### src/rtl/wb_arbiter_if.sv
// Writeback arbiter bus: ALU and LSU writeback requests in, register-file write port out.
// Latency: n/a (signal bundle only).
// Backpressure: alu_ready / lsu_ready returned to the requesters; the register-file port has none.
// Ports (master = requesters + register file side, slave = arbiter):
//   alu_valid/alu_addr/alu_data/alu_ready  ALU writeback request and its accept
//   lsu_valid/lsu_addr/lsu_data/lsu_ready  LSU writeback request and its accept
//   regWriteAddr/dataToWrite/toWrite       registered register-file write port
//   fifo_count                             LSU buffer occupancy, 0..2
interface wb_arbiter_if #(
  parameter int WORD_WIDTH = 32
);
  logic                  alu_valid;
  logic [4:0]            alu_addr;
  logic [WORD_WIDTH-1:0] alu_data;
  logic                  alu_ready;

  logic                  lsu_valid;
  logic [4:0]            lsu_addr;
  logic [WORD_WIDTH-1:0] lsu_data;
  logic                  lsu_ready;

  logic [4:0]            regWriteAddr;
  logic [WORD_WIDTH-1:0] dataToWrite;
  logic                  toWrite;
  logic [1:0]            fifo_count;

  modport master (
    output alu_valid, alu_addr, alu_data,
    output lsu_valid, lsu_addr, lsu_data,
    input  alu_ready, lsu_ready,
    input  regWriteAddr, dataToWrite, toWrite, fifo_count
  );

  modport slave (
    input  alu_valid, alu_addr, alu_data,
    input  lsu_valid, lsu_addr, lsu_data,
    output alu_ready, lsu_ready,
    output regWriteAddr, dataToWrite, toWrite, fifo_count
  );
endinterface

### src/rtl/wb_arbiter.sv
// Writeback arbiter: merges ALU and LSU results onto one register-file write port, ALU first.
// Latency: ALU request -> toWrite 1 edge; LSU request -> toWrite 2 edges minimum (buffered).
// Backpressure: lsu_ready drops while the 2-entry LSU buffer is full; alu_ready is always 1
//   unless WB_STARVE_GUARD_EN is defined, in which case it drops for one cycle after the
//   LSU head has been passed over on three consecutive edges.
// Ports:
//   clk        single clock, rising edge
//   rst        asynchronous active-high reset
//   bus        wb_arbiter_if.slave (ALU/LSU requests in, register-file write port out)
// Optional feature macro: WB_STARVE_GUARD_EN (LSU starvation guard).

// Small generic synchronous FIFO with occupancy output. Reads are from the registered
// head entry (no fall-through from the push side), so a pushed entry is visible at the
// head only after the push edge.
module wb_arbiter_fifo #(
  parameter  int WIDTH = 8,
  parameter  int DEPTH = 2,
  localparam int PTR_W = (DEPTH > 1) ? $clog2(DEPTH) : 1,
  localparam int CNT_W = $clog2(DEPTH + 1)
) (
  input  logic             clk,
  input  logic             rst,
  input  logic             push_vld_i,
  input  logic [WIDTH-1:0] push_dat_i,
  output logic             push_rdy_o,
  input  logic             pop_i,
  output logic             pop_vld_o,
  output logic [WIDTH-1:0] pop_dat_o,
  output logic [CNT_W-1:0] count_o
);
  logic [WIDTH-1:0] mem_q [DEPTH];
  logic [PTR_W-1:0] wr_ptr_q, wr_ptr_d;
  logic [PTR_W-1:0] rd_ptr_q, rd_ptr_d;
  logic [CNT_W-1:0] count_q, count_d;
  logic             push_do;
  logic             pop_do;

  // Readiness depends on stored occupancy only, never on the pop request.
  assign push_rdy_o = (count_q != CNT_W'(DEPTH));
  assign pop_vld_o  = (count_q != '0);
  assign pop_dat_o  = mem_q[rd_ptr_q];
  assign count_o    = count_q;

  assign push_do = push_vld_i && push_rdy_o;
  assign pop_do  = pop_i && pop_vld_o;

  always_comb begin
    wr_ptr_d = wr_ptr_q;
    rd_ptr_d = rd_ptr_q;
    count_d  = count_q;
    if (push_do) begin
      wr_ptr_d = (wr_ptr_q == PTR_W'(DEPTH - 1)) ? '0 : wr_ptr_q + PTR_W'(1);
    end
    if (pop_do) begin
      rd_ptr_d = (rd_ptr_q == PTR_W'(DEPTH - 1)) ? '0 : rd_ptr_q + PTR_W'(1);
    end
    // Simultaneous push and pop leaves occupancy unchanged.
    case ({push_do, pop_do})
      2'b10:   count_d = count_q + CNT_W'(1);
      2'b01:   count_d = count_q - CNT_W'(1);
      default: count_d = count_q;
    endcase
  end

  always_ff @(posedge clk or posedge rst) begin
    if (rst) begin
      wr_ptr_q <= '0;
      rd_ptr_q <= '0;
      count_q  <= '0;
    end else begin
      wr_ptr_q <= wr_ptr_d;
      rd_ptr_q <= rd_ptr_d;
      count_q  <= count_d;
    end
  end

  // Storage needs no reset: occupancy guards every read.
  always_ff @(posedge clk) begin
    if (push_do) begin
      mem_q[wr_ptr_q] <= push_dat_i;
    end
  end
endmodule

module wb_arbiter #(
  parameter int WORD_WIDTH = 32
) (
  input  logic         clk,
  input  logic         rst,
  wb_arbiter_if.slave  bus
);
  typedef struct packed {
    logic [4:0]            addr;
    logic [WORD_WIDTH-1:0] data;
  } wb_req_t;

  localparam int REQ_W = $bits(wb_req_t);

  wb_req_t               lsu_req;
  wb_req_t               head_req;
  wb_req_t               sel_req;
  logic                  head_vld;
  logic                  lsu_ready;
  logic                  alu_ready;
  logic                  alu_sel;
  logic                  fifo_sel;
  logic                  sel_vld;
  logic                  wr_en;
  logic [1:0]            fifo_count;

  logic [4:0]            regWriteAddr_q, regWriteAddr_d;
  logic [WORD_WIDTH-1:0] dataToWrite_q, dataToWrite_d;
  logic                  toWrite_q, toWrite_d;

  assign lsu_req = '{addr: bus.lsu_addr, data: bus.lsu_data};

  // Every LSU result goes through the buffer, even when it is empty, so LSU
  // writes always take at least a push edge and a pop edge.
  wb_arbiter_fifo #(
    .WIDTH (REQ_W),
    .DEPTH (2)
  ) u_lsu_fifo (
    .clk        (clk),
    .rst        (rst),
    .push_vld_i (bus.lsu_valid),
    .push_dat_i (lsu_req),
    .push_rdy_o (lsu_ready),
    .pop_i      (fifo_sel),
    .pop_vld_o  (head_vld),
    .pop_dat_o  (head_req),
    .count_o    (fifo_count)
  );

`ifdef WB_STARVE_GUARD_EN
  // Counts edges on which a buffered LSU entry was passed over. At 3 the ALU is
  // held off for one cycle so the head drains; any pop clears the count. The
  // count can only reach 3 while the buffer is non-empty, because the buffer
  // empties only through a pop.
  logic [1:0] starve_q, starve_d;

  always_comb begin
    starve_d = starve_q;
    if (fifo_sel) begin
      starve_d = 2'd0;
    end else if (head_vld && (starve_q != 2'd3)) begin
      starve_d = starve_q + 2'd1;
    end
  end

  always_ff @(posedge clk or posedge rst) begin
    if (rst) begin
      starve_q <= 2'd0;
    end else begin
      starve_q <= starve_d;
    end
  end

  assign alu_ready = (starve_q != 2'd3);
`else
  // ALU has strict priority; the LSU buffer may wait indefinitely.
  assign alu_ready = 1'b1;
`endif

  // At most one source per edge: accepted ALU request first, else buffer head.
  assign alu_sel  = bus.alu_valid && alu_ready;
  assign fifo_sel = !alu_sel && head_vld;

  always_comb begin
    sel_req = '0;
    sel_vld = 1'b0;
    if (alu_sel) begin
      sel_req = '{addr: bus.alu_addr, data: bus.alu_data};
      sel_vld = 1'b1;
    end else if (fifo_sel) begin
      sel_req = head_req;
      sel_vld = 1'b1;
    end
  end

  // Register 0 is hard-wired: the request is consumed but nothing is written
  // and the write port keeps its previous address/data.
  assign wr_en = sel_vld && (sel_req.addr != 5'd0);

  always_comb begin
    regWriteAddr_d = regWriteAddr_q;
    dataToWrite_d  = dataToWrite_q;
    toWrite_d      = wr_en;
    if (wr_en) begin
      regWriteAddr_d = sel_req.addr;
      dataToWrite_d  = sel_req.data;
    end
  end

  always_ff @(posedge clk or posedge rst) begin
    if (rst) begin
      regWriteAddr_q <= 5'd0;
      dataToWrite_q  <= '0;
      toWrite_q      <= 1'b0;
    end else begin
      regWriteAddr_q <= regWriteAddr_d;
      dataToWrite_q  <= dataToWrite_d;
      toWrite_q      <= toWrite_d;
    end
  end

  assign bus.alu_ready    = alu_ready;
  assign bus.lsu_ready    = lsu_ready;
  assign bus.regWriteAddr = regWriteAddr_q;
  assign bus.dataToWrite  = dataToWrite_q;
  assign bus.toWrite      = toWrite_q;
  assign bus.fifo_count   = fifo_count;
endmodule

### src/flat_wrapper.sv
// flat-port wrapper written by rule: the top's interface ports become plain ports
module wb_arbiter_flat 
#(
  parameter int WORD_WIDTH = 32
)
  (clk, rst, bus_alu_valid, bus_alu_addr, bus_alu_data, bus_lsu_valid, bus_lsu_addr, bus_lsu_data, bus_alu_ready, bus_lsu_ready, bus_regWriteAddr, bus_dataToWrite, bus_toWrite, bus_fifo_count);
  wb_arbiter_if #(.WORD_WIDTH(WORD_WIDTH)) bus_i ();
  input  logic clk;
  input  logic rst;
  input wire logic [$bits(bus_i.alu_valid)-1:0] bus_alu_valid;
  input wire logic [$bits(bus_i.alu_addr)-1:0] bus_alu_addr;
  input wire logic [$bits(bus_i.alu_data)-1:0] bus_alu_data;
  input wire logic [$bits(bus_i.lsu_valid)-1:0] bus_lsu_valid;
  input wire logic [$bits(bus_i.lsu_addr)-1:0] bus_lsu_addr;
  input wire logic [$bits(bus_i.lsu_data)-1:0] bus_lsu_data;
  output wire logic [$bits(bus_i.alu_ready)-1:0] bus_alu_ready;
  output wire logic [$bits(bus_i.lsu_ready)-1:0] bus_lsu_ready;
  output wire logic [$bits(bus_i.regWriteAddr)-1:0] bus_regWriteAddr;
  output wire logic [$bits(bus_i.dataToWrite)-1:0] bus_dataToWrite;
  output wire logic [$bits(bus_i.toWrite)-1:0] bus_toWrite;
  output wire logic [$bits(bus_i.fifo_count)-1:0] bus_fifo_count;
  assign bus_i.alu_valid = bus_alu_valid;
  assign bus_i.alu_addr = bus_alu_addr;
  assign bus_i.alu_data = bus_alu_data;
  assign bus_i.lsu_valid = bus_lsu_valid;
  assign bus_i.lsu_addr = bus_lsu_addr;
  assign bus_i.lsu_data = bus_lsu_data;
  assign bus_alu_ready = bus_i.alu_ready;
  assign bus_lsu_ready = bus_i.lsu_ready;
  assign bus_regWriteAddr = bus_i.regWriteAddr;
  assign bus_dataToWrite = bus_i.dataToWrite;
  assign bus_toWrite = bus_i.toWrite;
  assign bus_fifo_count = bus_i.fifo_count;
  wb_arbiter #(.WORD_WIDTH(WORD_WIDTH)) u_core (.clk(clk), .rst(rst), .bus(bus_i));
endmodule
### config.mk
export PLATFORM = sky130hd
export DESIGN_NAME = wb_arbiter_flat
export DESIGN_NICKNAME = d
export VERILOG_FILES = /design/src/rtl/wb_arbiter_if.sv /design/src/rtl/wb_arbiter.sv /design/src/flat_wrapper.sv
export SDC_FILE = /design/constraint.sdc
export NUM_CORES = 1
export LEC_CHECK = 0
export CAP_MARGIN = 40
export CORE_AREA = 2 2 107 109
export CTS_BUF_LIST = sky130_fd_sc_hd__clkbuf_16
export CTS_CLUSTER_SIZE = 25
export DETAILED_ROUTE_END_ITERATION = 10
export DIE_AREA = 0 0 109 111
export PLACE_DENSITY = 0.73
export SYNTH_ARGS = -nofsm -noshare
export SYNTH_HDL_FRONTEND = slang
export SYNTH_SLANG_ARGS = --single-unit
### constraint.sdc
create_clock -name clk -period 6.56 [get_ports clk]
set_input_delay 0.984 -clock clk [delete_from_list [all_inputs] [get_ports clk]]
set_output_delay 0.984 -clock clk [all_outputs]
set_load 0.05 [all_outputs]
==> results of run 1 <==
## cell families (layout without fill, tap and decap cells)
kind of cell             after synthesis  after routing
AND/OR/NAND/NOR                       50             50
adder cells (fa/ha/maj)                1              1
AO/OA/AOI/OAI                         41             41
flip-flops                           116            116
other                                  1              1
XOR/XNOR                               5              5
multiplexers                          70             70
buffers and inverters                 20            157
## final timing paths
kind	to	startpoint	slack [ns]	cells after the start
setup reg to reg	u_core.bus.dataToWrite[3]	u_core.u_lsu_fifo.count_o[1]	4.29	6
hold / removal	u_core.bus.dataToWrite[11]	u_core.bus.dataToWrite[11]	0.51	1
max in group asynchronous	u_core.u_lsu_fifo.rd_ptr_q	rst	5.15	3
min in group asynchronous	u_core.bus.dataToWrite[19]	rst	0.94	2
hold reg to reg	u_core.bus.dataToWrite[11]	u_core.bus.dataToWrite[11]	0.51	1
setup / recovery	bus_lsu_ready	u_core.u_lsu_fifo.count_o[0]	3.70	2
## worst max-delay path, delay by kind of cell (launching register included)
| kind | cells | cell delay, ns |
|---|---|---|
| simple gates | 1 | 0.18 |
| flops | 1 | 0.48 |
| buf+inv | 1 | 0.82 |
## area by class of cell
type	count	area [um2]	share of cell area
Tap cell	143	178.9	0.02672
Inverter	3	16.27	0.002429
Clock inverter	15	150.1	0.02242
Clock buffer	17	425.4	0.06353
Timing Repair Buffer	122	1251	0.1868
Multi-Input combinational cell	168	1400	0.2091
Sequential cell	116	3274	0.4890
## sequential cells by signal, summed over array words and instances, names as in the netlist
name,cells
u_core.bus.dataToWrite,32
u_core.bus.regWriteAddr,5
u_core.bus.toWrite,1
u_core.u_lsu_fifo.count_o,2
u_core.u_lsu_fifo.mem_q,74
u_core.u_lsu_fifo.rd_ptr_q,1
u_core.u_lsu_fifo.wr_ptr_q,1
## layer usage
metal  vias up  global-route usage
li1       1367                   -
met1      1392              0.1932
met2        86              0.2878
met3         9             0.04644
met4         0             0.07265
met5         -                   0
## where the power goes
| part | internal [mW] | switching, mW | total, mW |
|---|---|---|---|
| clock network | 0.585 | 0.299 | 0.883 |
| logic | 0.483 | 0.669 | 1.15 |
| registers | 1.01 | 0.132 | 1.15 |
| total | 2.08 | 1.10 | 3.18 |
## placed cells by master (no fill, tap or decap), types with 3 or more instances in the layout
cell             Yosys  final
clkdlybuf4s50_1      0    117
edfxtp_1            74     74
dfrtp_1             42     41
mux2i_1             38     38
nand2_1             35     35
o21ai_0             34     34
mux2_4              29     29
clkbuf_16            0     17
inv_1                2      5
nor2_1               6      5
a221o_2              4      4
xnor2_1              4      4
nand2b_1             3      3
mux2_2               3      3
clkinv_2             0      3
clkinvlp_4           0      3
bufinv_16            0      3
==> out/results.ini, run 1 <==
[sta]
fin_tns_setup_ns = 0
fmax_ghz = 0.3492
finalCriticalPeriod_ns = 2.864
finalWorstSetupSlack_ns = 3.696
worst_pin_slew_ns = 0.7940
skew_ns = 0.008802
whs_ns = 0.5074
drv_slew = 0
hold_viol_final = 0
period_share = 0.4366
relSlewSlack = 0.4693
rsz0062_at_grt = no
setup_viol = 0

[logic_synthesis]
yosysWarnings = 0
synth_top_cell_by_area = edfxtp_1
synthTopCellsByCount = edfxtp_1 (74), dfrtp_1 (42), mux2i_1 (38), nand2_1 (35), o21ai_0 (34)
yosys.area.top_type_share = 0.4639
synth_xor_area_frac = 0.009143
synthMuxAreaShare = 0.1774
synth-compound-area-share = 0.05146
synth_top_family_by_area = multiplexers
synth_simple_gate_area_frac = 0.04676
synth_fa_ha_area_frac = 0.002612
synth.avg_cell_area_um2 = 15.76
post-synth-top-count-cell = edfxtp_1
synth-edff-count = 74
synth_ff_type = edfxtp_1
ys_ff_latch = 116
seq_area_frac_synth = 0.6834
synth.distinct_cells = 28
synth_area_leaders = edfxtp_1 (46%), dfrtp_1 (22%), mux2_4 (9.1%)
synth_area_um2 = 4790
syn-instance-count = 304
syn_nets = 383
synthArstFlopShare = 0.3621

[clocking]
numCtsBuffers = 17
cts_tree = done
post_cts_resized = 0
clock-root-buffer = clkbuf_16
clk_pin_slew_worst_paths_ns = 0.05
clkSinkCount = 116
clockBufferDepth = 2
htreeDepth = 4
post-cts-setup-buffers = 0
clock_latency_ns = 0.40
cts_hold_buf = 0

[setup_path]
cp_slowest_cell = clkdlybuf4s50_1
critPathCaptureType = output pin
cp_max_fo = 5
critical_path_class = reg -> out
critPathLaunchType = flip-flop
worstPathArrival_ns = 1.88
cp_cell_sequence = nand2b_1 > clkdlybuf4s50_1
crit_required_ns = 5.58
crit_path_max_incr_delay_ns = 0.82

[pwr]
finalPower_mw = 3.181
power.leakage_nw = 2.690
p_per_area_nw_per_um2 = 475.1
peakVddDrop_mv = 0.2153

[route]
wl_met3_um = 510
wl_met2_um = 4987
route.vias.total = 2854
firstDrtPassIters = 4
wl_met1_um = 3777
drcViolationCount = 0
wl_per_cell_um = 16.13
drtIter0Drc = 96
wl_um = 9419
top_layer_used = met4
antenna_left = 0
via_per_inst = 4.887

[floorplanning]
core-area_um2 = 11080
die_height_um = 111
std_cell_rows = 39
dieWidth_um = 109
die_area_um2 = 12100
num_io_pins = 120
initial_core_util = 0.4324

[placement]
gp_congestion = 0.7389
dp_hpwl_um = 6451
dpl_cell_area_um2 = 6121
dpl.cell_count = 552
dp_slack_ns = 3.320
portBuffers = 118

[layout]
drive_gt1_frac = 0.1791
fillers = 863
final_core_util = 0.6045
fin_nets = 507
syn_to_final_growth_pct = 39.81
fin_cells = 584
design_area_um2 = 6696
diodes = 0

[outcome]
status = finished, final reports clean

[flow_run]
max-cap-violations = 0

[global_routing]
grt_pass1_wl_um = 14920
grt_max_degree = 41
grt_overflow_total = 0
grt_pass1_vias = 3035
grt_use_total = 0.1677
antenna_found_initial = 0

[hold_path]
hp-class = reg -> reg

(Power assumes the default switching activity.)
==> inputs of run 2 (changes only) <==
Settings changed: CORE_AREA 2 2 107 109 to 2 2 108 110, DIE_AREA 0 0 109 111 to 0 0 110 112, PLACE_DENSITY 0.73 to 0.74.
Clock period 6.56 ns to 2.44 ns, I/O delays scaled along.
==> run 2 against run 1 <==
Sequential cell count unchanged. Highest routed layer unchanged. Largest power group is now combinational cells. Utilization down 0.058 points. Die area up 1.8%. Final area up 0.78%. Total power rose to 2.7 times the previous value. Critical path depth unchanged. Sequential power rose to 2.6 times the previous value. First-iteration DRC count up 60%. Worst hold slack worse by 0.23 ns. Cell count up 0.68%. Register-to-register slack worse by 3.8 ns. Worst setup slack worse by 3.5 ns.
==> out/results.ini, run 2 (same netlist as run 1, synthesis figures left out) <==
[clocking]
numCtsBuffers = 17  ; unchanged
clock_latency_ns = 0.40  ; about the same
clk_pin_slew_worst_paths_ns = 0.06  ; about the same
cts_tree = done
clock-root-buffer = clkbuf_16
post_cts_resized = 0  ; unchanged
clockBufferDepth = 2  ; unchanged
cts_hold_buf = 0  ; unchanged
htreeDepth = 4  ; unchanged
clkSinkCount = 116  ; unchanged
post-cts-setup-buffers = 0  ; unchanged

[sta]
skew_ns = 0.01167  ; +0.002863 ns
relSlewSlack = 0.6490  ; +0.1797
finalWorstSetupSlack_ns = 0.1929  ; -3.503 ns
drv_slew = 0  ; unchanged
fmax_ghz = 0.4450
hold_viol_final = 0  ; unchanged
whs_ns = 0.2764  ; -0.2310 ns
period_share = 0.9210
worst_pin_slew_ns = 0.5248  ; -0.2691 ns
setup_viol = 0  ; unchanged
rsz0062_at_grt = no
fin_tns_setup_ns = 0  ; unchanged
finalCriticalPeriod_ns = 2.247

[layout]
diodes = 0  ; unchanged
layout_commonest_cell = clkdlybuf4s50_1
final_core_util = 0.6040  ; about the same
fillers = 889  ; +3.0%
fin_cells = 588  ; +0.68%
fin_nets = 511  ; +0.79%
final_cell_mix = clkdlybuf4s50_1 (118), edfxtp_1 (74), dfrtp_1 (41)
syn_to_final_growth_pct = 40.91
top_register = u_core.u_lsu_fifo.mem_q
design_area_um2 = 6749  ; +0.78%
drive_gt1_frac = 0.1933  ; +0.01412
largest_register_ffs = 74  ; unchanged

[pwr]
pwr-share-clk = 0.289  ; +0.011
netSwitchingPower_mw = 3.045  ; +180%
p_int_mw = 5.701  ; +170%
seq_power_share = 0.346  ; -0.014
power.leakage_nw = 2.719  ; +1.1%
combPwrFrac = 0.366  ; +0.004
peakVddDrop_mv = 0.6015  ; +180%
finalPower_mw = 8.746  ; +170%
p_per_area_nw_per_um2 = 1296  ; +170%
swShare = 0.3482  ; +0.002485

[setup_path]
critPathCaptureType = output pin
startpoint = u_core.u_lsu_fifo.count_o[0]
cp_max_fo = 5  ; unchanged
crit_required_ns = 2.07  ; -3.51 ns
timing.rr.start = u_core.u_lsu_fifo.mem_q[0][35]
critical_path_class = reg -> out
critPathLaunchType = flip-flop
worstPathArrival_ns = 1.88  ; about the same

[hold_path]
hp-class = in -> async

[floorplanning]
die_area_um2 = 12320  ; +1.8%
dieWidth_um = 110  ; +0.92%
num_io_pins = 120  ; unchanged
initial_core_util = 0.4286  ; -0.003776
die_height_um = 112  ; +0.90%
std_cell_rows = 39  ; unchanged
core-area_um2 = 11170  ; +0.88%

[placement]
portBuffers = 118  ; unchanged
dpl.cell_count = 556  ; +0.72%
dp_hpwl_um = 6468  ; +0.26%
gp_congestion = 0.7677  ; +3.9%
dpl_cell_area_um2 = 6138  ; +0.29%
dp_slack_ns = 0.09569  ; -3.224 ns

[route]
wl_per_cell_um = 16.41  ; +1.7%
via_per_inst = 4.910  ; +0.47%
firstDrtPassIters = 4  ; unchanged
route.vias.total = 2887  ; +1.2%
drtIter0Drc = 154  ; +60%
antenna_left = 0  ; unchanged
wl_um = 9647  ; +2.4%
drcViolationCount = 0  ; unchanged

[global_routing]
grt_use_total = 0.1668  ; -0.0008502
antenna_found_initial = 0  ; unchanged
grt_pass1_vias = 3055  ; +0.66%
grt_pass1_wl_um = 15150  ; +1.5%
grt_max_degree = 39  ; -4.9%
grt_overflow_total = 0  ; unchanged

[outcome]
status = finished, final reports clean

[flow_run]
max-cap-violations = 0  ; unchanged

-- run 2: cell type report --
type,count,area (um2),share of cell area
inverter,3,16.27,0.002410
sequential,116,3274,0.4852
clock inverter,14,160.2,0.02373
tap,143,178.9,0.02651
clock buffer,18,450.4,0.06674
timing repair buffer,126,1266,0.1876
multi-input combinational,168,1403,0.2078
-- run 2: final timing paths --
path	depth (start not counted)	endpoint	slack [ns]
max	2	bus_lsu_ready	0.19
min reg2reg	1	u_core.bus.dataToWrite[14]	0.51
min	2	u_core.bus.dataToWrite[23]	0.28
max in group asynchronous	3	u_core.u_lsu_fifo.rd_ptr_q	1.46
max reg2reg	5	u_core.bus.dataToWrite[0]	0.45
min in group clk	1	u_core.bus.dataToWrite[14]	0.51
-- run 2: critical path, cell delays in order (launching register included) --
cell and delay [ns]:
dfrtp_1 0.48, nand2b_2 0.20, clkdlybuf4s50_1 0.80
-- run 2: metal layers --
metal	routed length, um	GRT usage	up-vias
li1	-	-	1376
met1	4007	0.1984	1407
met2	4937	0.2757	93
met3	584	0.05504	11
met4	118	0.06835	0
met5	0	0	-
-- run 2: power groups by stage --
| stage | logic [mW] | registers (mW) | clock network (mW) |
|---|---|---|---|
| after detailed placement | 3.24 | 3.05 | 0 |
| after global routing | 3.37 | 3.08 | 2.67 |
| final | 3.20 | 3.02 | 2.53 |
| after CTS | 3.24 | 3.03 | 2.58 |
| after floorplan | 1.29 | 3.93 | 0 |
| after global placement | 3.16 | 3.03 | 0 |
==> inputs of run 3 (changes only) <==
Settings changed: RECOVER_POWER set to 25.
==> run 3 against run 2 <==
Via count about the same. Cell count is 0.34% higher. Clock skew rose by 0.00064 ns. Utilization about the same. Final area hardly changed.
==> out/results.ini, run 3 (same netlist as run 1, synthesis figures left out) <==
[layout]
fin_nets = 511  ; unchanged
regArea_um2 = 3274  ; unchanged
fin_cells = 590  ; +0.34%
layout_commonest_cell = clkdlybuf4s50_1
final_cell_mix = clkdlybuf4s50_1 (91), edfxtp_1 (74), dfrtp_1 (41)
syn_to_final_growth_pct = 41.01  ; about the same
design_area_um2 = 6754  ; about the same
drive_gt1_frac = 0.1910  ; -0.002247
top_register = u_core.u_lsu_fifo.mem_q
fillers = 887  ; -0.22%
final_core_util = 0.6044  ; about the same
multi_input_area_um2 = 1403  ; unchanged
largest_register_ffs = 74  ; unchanged

[pwr]
power.leakage_nw = 2.727  ; +0.30%
seq_power_share = 0.346  ; about the same
netSwitchingPower_mw = 3.042  ; -0.11%
p_per_area_nw_per_um2 = 1293  ; -0.21%
swShare = 0.3483  ; about the same
pwr-share-clk = 0.289  ; about the same
p_int_mw = 5.692  ; -0.15%
peakVddDrop_mv = 0.6001  ; -0.24%
finalPower_mw = 8.734  ; -0.14%
combPwrFrac = 0.365  ; about the same

[global_routing]
antenna_found_initial = 2  ; +2
grt_use_total = 0.1668  ; unchanged
grt_pass1_vias = 3055  ; unchanged
grt_max_degree = 39  ; unchanged
grt_pass1_wl_um = 15150  ; unchanged
grt_overflow_total = 0  ; unchanged

[clocking]
cts_tree = done
clk_pin_slew_worst_paths_ns = 0.06  ; about the same
post_cts_resized = 0  ; unchanged
clock-root-buffer = clkbuf_16
htreeDepth = 4  ; unchanged
clock_latency_ns = 0.40  ; about the same
post-cts-setup-buffers = 0  ; unchanged
clockBufferDepth = 2  ; unchanged
clkSinkCount = 116  ; unchanged
numCtsBuffers = 17  ; unchanged
cts_hold_buf = 0  ; unchanged

[sta]
finalWorstSetupSlack_ns = 0.1993  ; +0.006450 ns
period_share = 0.9183  ; -0.002643
fin_tns_setup_ns = 0  ; unchanged
setup_viol = 0  ; unchanged
drv_slew = 0  ; unchanged
whs_ns = 0.5126  ; +0.2363 ns
finalCriticalPeriod_ns = 2.241  ; -0.006450 ns
fmax_ghz = 0.4463  ; +0.29%
hold_viol_final = 0  ; unchanged
skew_ns = 0.01231  ; +0.0006436 ns
worst_pin_slew_ns = 0.7545  ; +0.2297 ns
rsz0062_at_grt = no
relSlewSlack = 0.4964  ; -0.1526

[setup_path]
critPathLaunchType = flip-flop
crit_required_ns = 2.07  ; about the same
critPathCaptureType = output pin
critical_path_class = reg -> out
worstPathArrival_ns = 1.87  ; about the same
cp_max_fo = 5  ; unchanged

[route]
firstDrtPassIters = 4  ; unchanged
route.vias.total = 2889  ; +0.069%
drcViolationCount = 0  ; unchanged
wl_per_cell_um = 16.33  ; -0.48%
drtIter0Drc = 135  ; -12%
via_per_inst = 4.897  ; -0.27%
antenna_left = 0  ; unchanged
wl_um = 9633  ; -0.15%

[placement]
portBuffers = 118  ; unchanged
dpl.cell_count = 556  ; unchanged
dp_hpwl_um = 6468  ; unchanged
dpl_cell_area_um2 = 6138  ; unchanged
dp_slack_ns = 0.09569  ; unchanged
gp_congestion = 0.7677  ; unchanged

[floorplanning]
die_height_um = 112  ; unchanged
core-area_um2 = 11170  ; unchanged
num_io_pins = 120  ; unchanged
dieWidth_um = 110  ; unchanged
std_cell_rows = 39  ; unchanged
die_area_um2 = 12320  ; unchanged
initial_core_util = 0.4286  ; unchanged

[hold_path]
hp-class = reg -> reg

[outcome]
status = finished, final reports clean

[flow_run]
max-cap-violations = 0  ; unchanged

run 3: routing by layer:
layer,wire [um],track usage,vias up
li1,-,-,1380
met1,3965,0.1984,1411
met2,4971,0.2757,90
met3,611,0.05504,8
met4,85,0.06835,0
met5,0,0,-
run 3: path summary, 6_finish.rpt:
check	startpoint	end	slack [ns]	cells after the start
hold / removal	u_core.bus.dataToWrite[14]	u_core.bus.dataToWrite[14]	0.51	1
min in group asynchronous	rst	u_core.bus.dataToWrite[23]	0.54	2
setup reg to reg	u_core.u_lsu_fifo.mem_q[0][35]	u_core.bus.dataToWrite[11]	0.45	5
hold reg to reg	u_core.bus.dataToWrite[14]	u_core.bus.dataToWrite[14]	0.51	1
setup / recovery	u_core.u_lsu_fifo.count_o[0]	bus_lsu_ready	0.20	2
max in group asynchronous	rst	u_core.u_lsu_fifo.rd_ptr_q	1.07	3
run 3: critical path, cell delays in order (launching register included):
cell,delay [ns]
dfrtp_1,0.47
nand2b_2,0.20
clkdlybuf4s50_1,0.80
run 3: final cells by class:
cell class,instances,share of cell area
clock buffer,18,0.06669
tap,143,0.02649
inverter,3,0.002408
timing repair buffer,126,0.1875
antenna,2,0.0007410
clock inverter,14,0.02371
sequential,116,0.4848
multi-input combinational,168,0.2077
run 3: power groups by stage:
stage	Sequential, mW	Combinational, mW	Clock (mW)
floorplan	3.93	1.29	0
global placement	3.03	3.16	0
detailed placement	3.05	3.24	0
CTS	3.03	3.24	2.58
global route	3.08	3.36	2.67
finish	3.02	3.19	2.52
